## src/rtl/alu_issue.sv

```systemverilog
// ============================================================================
// alu_issue : single-issue RV32I OP/OP-IMM decoder and sequencer for an external ALU
// Revision  : 1.0
// ============================================================================
`default_nettype none

module alu_issue (
  input  logic        clk,
  input  logic        rst_n,
  input  logic        in_valid,
  output logic        in_ready,
  input  logic [31:0] instr,
  input  logic [31:0] rs1Val,
  input  logic [31:0] rs2Val,
  output logic [31:0] srcA,
  output logic [31:0] srcB,
  output logic [3:0]  aluCTRL,
  input  logic [31:0] aluRes,
  input  logic        aluZero,
  output logic        out_valid,
  input  logic        out_ready,
  output logic [31:0] result,
  output logic [4:0]  rd,
  output logic        zero,
  output logic        illegal
);

  localparam logic [3:0] CTRL_ADD  = 4'b0000;
  localparam logic [3:0] CTRL_SLT  = 4'b0001;
  localparam logic [3:0] CTRL_SLTU = 4'b0010;
  localparam logic [3:0] CTRL_XOR  = 4'b0011;
  localparam logic [3:0] CTRL_OR   = 4'b0100;
  localparam logic [3:0] CTRL_AND  = 4'b0101;
  localparam logic [3:0] CTRL_SLL  = 4'b0110;
  localparam logic [3:0] CTRL_SR   = 4'b0111;
  localparam logic [3:0] CTRL_SUB  = 4'b1000;

  localparam logic [6:0] OPC_OP_IMM = 7'b0010011;
  localparam logic [6:0] OPC_OP     = 7'b0110011;
  localparam logic [6:0] F7_BASE    = 7'b0000000;
  localparam logic [6:0] F7_ALT     = 7'b0100000;

  typedef enum logic [1:0] {
    IDLE = 2'd0,
    EXEC = 2'd1,
    RESP = 2'd2
  } state_t;

  state_t state, state_nxt;

  logic [6:0]  opcode;
  logic [2:0]  funct3;
  logic [6:0]  funct7;
  logic        dec_legal;
  logic [3:0]  dec_ctrl;
  logic [31:0] dec_srcb;
  logic        accept;
  logic        unused_rs1_field;

  assign opcode = instr[6:0];
  assign funct3 = instr[14:12];
  assign funct7 = instr[31:25];
  // Register specifiers for rs1/rs2 arrive pre-read as rs1Val/rs2Val.
  assign unused_rs1_field = ^instr[19:15];

  function automatic logic [3:0] base_ctrl(input logic [2:0] f3);
    case (f3)
      3'b000:  base_ctrl = CTRL_ADD;
      3'b001:  base_ctrl = CTRL_SLL;
      3'b010:  base_ctrl = CTRL_SLT;
      3'b011:  base_ctrl = CTRL_SLTU;
      3'b100:  base_ctrl = CTRL_XOR;
      3'b101:  base_ctrl = CTRL_SR;
      3'b110:  base_ctrl = CTRL_OR;
      default: base_ctrl = CTRL_AND;
    endcase
  endfunction

  always_comb begin
    dec_legal = 1'b0;
    dec_ctrl  = CTRL_ADD;
    dec_srcb  = 32'd0;
    case (opcode)
      OPC_OP_IMM: begin
        // srai keeps instr[30] in immediate bit 10, which is what selects arithmetic shift.
        dec_srcb = {{20{instr[31]}}, instr[31:20]};
        dec_ctrl = base_ctrl(funct3);
        case (funct3)
          3'b001:  dec_legal = (funct7 == F7_BASE);
          3'b101:  dec_legal = (funct7 == F7_BASE) || (funct7 == F7_ALT);
          default: dec_legal = 1'b1;
        endcase
      end
      OPC_OP: begin
        if (funct3 == 3'b001 || funct3 == 3'b101) begin
          dec_srcb = {21'b0, instr[30], 5'b0, rs2Val[4:0]};
        end else begin
          dec_srcb = rs2Val;
        end
        if (funct7 == F7_BASE) begin
          dec_legal = 1'b1;
          dec_ctrl  = base_ctrl(funct3);
        end else if (funct7 == F7_ALT) begin
          if (funct3 == 3'b000) begin
            dec_legal = 1'b1;
            dec_ctrl  = CTRL_SUB;
          end else if (funct3 == 3'b101) begin
            dec_legal = 1'b1;
            dec_ctrl  = CTRL_SR;
          end
        end
      end
      default: dec_legal = 1'b0;
    endcase
  end

  assign in_ready  = (state == IDLE) && rst_n;
  assign out_valid = (state == RESP);
  assign accept    = in_valid && in_ready;

  always_ff @(posedge clk or negedge rst_n) begin
    if (!rst_n) begin
      state <= IDLE;
    end else begin
      state <= state_nxt;
    end
  end

  always_comb begin
    state_nxt = state;
    case (state)
      IDLE:    if (accept) state_nxt = dec_legal ? EXEC : RESP;
      EXEC:    state_nxt = RESP;
      RESP:    if (out_ready) state_nxt = IDLE;
      default: state_nxt = IDLE;
    endcase
  end

  always_ff @(posedge clk or negedge rst_n) begin
    if (!rst_n) begin
      srcA    <= 32'd0;
      srcB    <= 32'd0;
      aluCTRL <= 4'd0;
      result  <= 32'd0;
      rd      <= 5'd0;
      zero    <= 1'b0;
      illegal <= 1'b0;
    end else begin
      if (state == IDLE && accept) begin
        rd <= instr[11:7];
        if (dec_legal) begin
          srcA    <= rs1Val;
          srcB    <= dec_srcb;
          aluCTRL <= dec_ctrl;
          illegal <= 1'b0;
        end else begin
          // Operand registers stay as they were so the ALU sees no spurious change.
          result  <= 32'd0;
          zero    <= 1'b0;
          illegal <= 1'b1;
        end
      end
      if (state == EXEC) begin
        result <= aluRes;
        zero   <= aluZero;
      end
    end
  end

endmodule

`default_nettype wire
```

## config.mk

```make
export PLATFORM = sky130hd
export DESIGN_NAME = alu_issue
export DESIGN_NICKNAME = d
export VERILOG_FILES = /design/src/rtl/alu_issue.sv
export SDC_FILE = /design/constraint.sdc
export NUM_CORES = 1
export LEC_CHECK = 0
export CAP_MARGIN = 10
export CELL_PAD_IN_SITES_DETAIL_PLACEMENT = 0
export CELL_PAD_IN_SITES_GLOBAL_PLACEMENT = 2
export CORE_AREA = 2 2 152 154
export CTS_BUF_LIST = sky130_fd_sc_hd__clkbuf_16
export CTS_CLUSTER_DIAMETER = 40
export DETAILED_ROUTE_END_ITERATION = 10
export DIE_AREA = 0 0 154 156
export PLACE_DENSITY = 0.85
export SYNTH_ARGS = -nofsm -noshare
export SYNTH_HDL_FRONTEND = slang
export SYNTH_SLANG_ARGS = --single-unit
export TNS_END_PERCENT = 50
```

## constraint.sdc

```tcl
create_clock -name clk -period 2 [get_ports clk]
set_clock_uncertainty 0.05 [all_clocks]
set_input_delay 0.2 -clock clk [delete_from_list [all_inputs] [get_ports clk]]
set_output_delay 0.2 -clock clk [all_outputs]
set_load 0.01 [all_outputs]
```

* Word-level counts from Yosys, hierarchy flattened
Cells that the tools add are included.
W data, S select, Z words.
** Word-level totals
- Output and inout port bits :: 109
- Bits of input ports :: 133
- Word-level logic and storage cells :: 59
- Bits in registers :: 109
** Operators by class
- Muxes and demuxes :: 25
- Reduce and logical (&&, ||, !) cells :: 12
- Equality and inequality tests :: 14
** Operators with widths (number)
- $mux W32 :: 4
- $pmux W32 S2 :: 1
- $pmux W3 S7 :: 1
- $eq A7 B6 Y1 const B :: 2
- $mux W4 :: 3
- $eq A3 B3 Y1 const B :: 3
- $mux W1 :: 8
- $pmux W4 S2 :: 1
- $eq A7 B5 Y1 const B :: 1
- $logic_not A7 Y1 :: 1
- $eq A3 B2 Y1 const B :: 2
- $mux W2 :: 3
- $pmux W2 S3 :: 1
- $reduce_and A2 Y1 :: 3
- $ne A2 B1 Y1 const B :: 2
- $pmux W1 S2 :: 2
- $eq A3 B1 Y1 const B :: 1
- $logic_and A1 B1 Y1 :: 3
- $logic_not A3 Y1 :: 1
- $mux W3 :: 1
- $eq A2 B1 Y1 const B :: 1
- $eq A2 B2 Y1 const B :: 1
- $logic_not A2 Y1 :: 1
- $logic_or A1 B1 Y1 :: 2
- 2 further kinds :: 2

* Logic depth before layout (Yosys ltp)
- Depth after elaboration :: 9
- Depth in mapped cells :: 8
- Mapped depth without buffers :: 5

* Worst setup path before layout
Ideal clock, no wire load.
- Kind :: register -> register
- Start :: register state[1]
- End :: register srcA[10]
- Path slack :: -0.010 ns
- Buffers on the path :: 3
- Data arrival time :: 1.835 ns
- Cell stages (with the launch flop) :: 8
- Cells stage by stage :: dfrtp_1 nor4bb_1 buf_2 and4_1 o2111ai_2 buf_6 buf_6 mux2_4
** On the way
- Word-level cells in the longest chain between the ends :: 5
** RTL lines
- start: declaration :: RTL line 49 : state_t state, state_nxt;
- start signal: assignment :: RTL line 125 : state <= state_nxt;
- $logic_not A2 Y1 * :: RTL line 117, 149
- $logic_and A1 B1 Y1 :: RTL line 117 : assign in_ready = (state == IDLE) && rst_n;
- $logic_and A1 B1 Y1 :: RTL line 119 : assign accept = in_valid && in_ready;
- $logic_and A1 B1 Y1 * :: RTL line 149 : if (state == IDLE && accept) begin
- $reduce_and A2 Y1 (no line) *
- end signal: assignment :: RTL line 152 : srcA <= rs1Val;
- end: declaration :: RTL line 15 : output logic [31:0] srcA,
Mark *: on every way between the ends. The rest lies on a longest branch, timed or not.
A chain may end at the register's enable or synchronous reset.

* Worst setup path in the final report
- Start :: register state[0]
- End :: register srcA[31]
Same word-level chain as after synthesis.

==> results.toml <==
[global_routing]
grt_max_degree = 59
grt.total_usage_pct = 12.5
grt_overflow = 0
grt_pass1_vias = 4115
grt_pass1_wl_um = 23500
antenna_found_initial = 0

[logic_synthesis]
synth-edff-count = 0
synth_fp_nets = 555
ys.flop_type = "dfrtp_1"
synthTopCellsByArea = "dfrtp_1 (59%), mux2_4 (10%), nand2_1 (8.5%), a21oi_1 (5.9%), o21ai_0 (3.8%)"
ys_seq_elements = 109
synthDistinctLibCells = 34
syn_inst = 422
synth_top_cell_by_area = "dfrtp_1"
synth.cell_area_um2 = 4660
synth_top_cell_area_share_pct = 58.5
syn_area_per_cell_um2 = 11.0
ys_warn_count = 0
synth-async-reset-ratio_pct = 100
ys_seq_area_share_pct = 58.5

[detailed_routing]
drtAntennaViolNets = 0
wire_per_inst_um = 15.5
drcViolationCount = 0
vias = 4023
vias_per_cell = 4.14
drtIter0Drc = 180
firstDrtPassIters = 4
wirelength_um = 15000

[sta]
hold_viol_final = 0
fin_crit_sh_pct = 101
clock.fmax_mhz = 494
relSlewSlack_pct = 50.8
worstMarginPinSlew_ns = 0.738
fin_ws_ns = -0.0261
setup_viol = 28
layout_min_cycle_time_ns = 2.03
finalMaxSlewViolations = 0
rsz0062_at_grt = "true"

[cells_and_area]
final_common_cell = "clkdlybuf4s50_1"
num-nets-final = 814
area_delta_synth_final_pct = 74.5
fillers = 2226
ff_latch_area_um2 = 2730
multi_input_area_um2 = 1820
mostFrequentLayoutCells = "clkdlybuf4s50_1 (229), dfrtp_1 (109), nand2_1 (99)"
drive_above_1_share_pct = 16.3
diodes = 0

[clock_network]
cts_tree = "yes"
clock_tree.buffer_depth = 2
cts_htree_levels = 3
numCtsBuffers = 9
cts-root-buf = "clkbuf_16"
cts.clk_slew.worst_paths_ns = 0.08
clock_sink_count = 109
clkLatencyLatePin_ns = 0.36

[pwr]
power_w = 0.00487
vdd_ir_drop_max_v = 0.000334
leakage_nw = 3.55
pwr_density_cell_nw_per_um2 = 599

[floorplanning]
die_h_um = 156
initial_core_util_pct = 20.8
core.rowCount = 55
die_area_um2 = 24000
core_area_um2 = 22400
ioPinCount = 242
fp.dieW_um = 154

[min_path]
hold_class = "primary input to register"

[critical_path]
cp-start-kind = "register"
endpoint_kind = "register"
required_ns = 2.19
crit_path_max_fanout = 8
critPathKind = "register to register"
cp.arrival_ns = 2.21

[placement]
place_ws_ns = -0.556
port_buffers = 236
gp_congestion = 0.745
hpwl_um = 10500

[flow_run]
maxCapViolations = 0

[outcome]
outcome = "finished, violations left"
violations = "negative setup slack"
==> area by class of cell <==
class,instances,area share [%]
Clock buffer,9,2.77
Clock inverter,7,0.924
Inverter,4,0.185
Multi-Input combinational cell,277,22.3
Sequential cell,109,33.6
Tap cell,285,4.39
Timing Repair Buffer,280,35.8
==> cell families after synthesis <==
kind of cell / Yosys count / share of synthesized area (%)
mux: 45 / 13.2
compound gates: 104 / 12.5
flops: 109 / 58.5
simple gates: 127 / 11.8
buf+inv: 36 / 3.84
xor+xnor: 1 / 0.188
==> registers in the layout (all words and copies together), names as in the netlist <==
signal / cells
aluCTRL: 4
zero: 1
srcB: 32
state: 2
illegal: 1
result: 32
srcA: 32
rd: 5
==> where the power goes <==
| part | leakage (nW) | switching (W) | internal, W |
|---|---|---|---|
| clock network | 0.143 | 0.000859 | 0.000977 |
| logic | 1.90 | 0.000270 | 0.000462 |
| registers | 1.50 | 0.0000346 | 0.00227 |
==> synth_stat cells, drive strengths merged, types with 2 or more instances <==
library cell and count:
dfrtp 109, nand2 105, o21ai 35, nand2b 2, inv 4, a31oi 5, a21boi 2, buf 9
mux2i 7, mux2 38, nand3b 2, clkbuf 23, a21oi 55, nor2b 9
==> worst max-delay path, stage by stage, from the launching register on <==
cell and delay (ns):
dfrtp_1 0.39, nor4bb_2 0.29, buf_4 0.16, and4_4 0.22, o2111ai_4 0.12, buf_12 0.20
buf_16 0.16, mux2_4 0.30
==> path summary, 6_finish.rpt <==
path / slack, ns / endpoint / depth (start not counted) / startpoint
setup / recovery: -0.03 / srcA[31] / 7 / state[0]
hold / removal: 0.33 / result[11] / 3 / aluRes[11]
max in group asynchronous: 0.38 / zero / 4 / rst_n
setup reg to reg: -0.03 / srcA[31] / 7 / state[0]
hold reg to reg: 0.43 / srcB[6] / 2 / srcB[6]
min in group asynchronous: 0.46 / state[0] / 3 / rst_n
==> routing by layer <==
metal / part of all wire (%) / global-route usage (%)
met5: 0 / 0
met3: 5.8 / 3.25
met4: 1.5 / 4.58
met2: 49 / 20.8
met1: 43 / 15.7
==> what timing repair did <==
action	in CTS	in global routing
resized for setup	15	27
pin swaps	5	4
hold buffers	1	0
endpoints found under the hold margin	51	0
cloned	5	1
endpoints found under the setup margin	90	142
buffers inserted	3	1
==> metrics by stage <==
step	area (um^2)	setup TNS, ns	util [%]	hold slack, ns	cells
after floorplan	4660	0	-	-0.146	422
after global placement	7560	-46.40	33.8	0.361	944
after detailed placement	7560	-46.36	33.8	0.366	944
after CTS	8060	-0.474	36.0	0.313	969
after global routing	8130	-4.28	36.3	0.335	971
final	8130	-0.316	36.3	0.330	971
(Power assumes the default switching activity.)
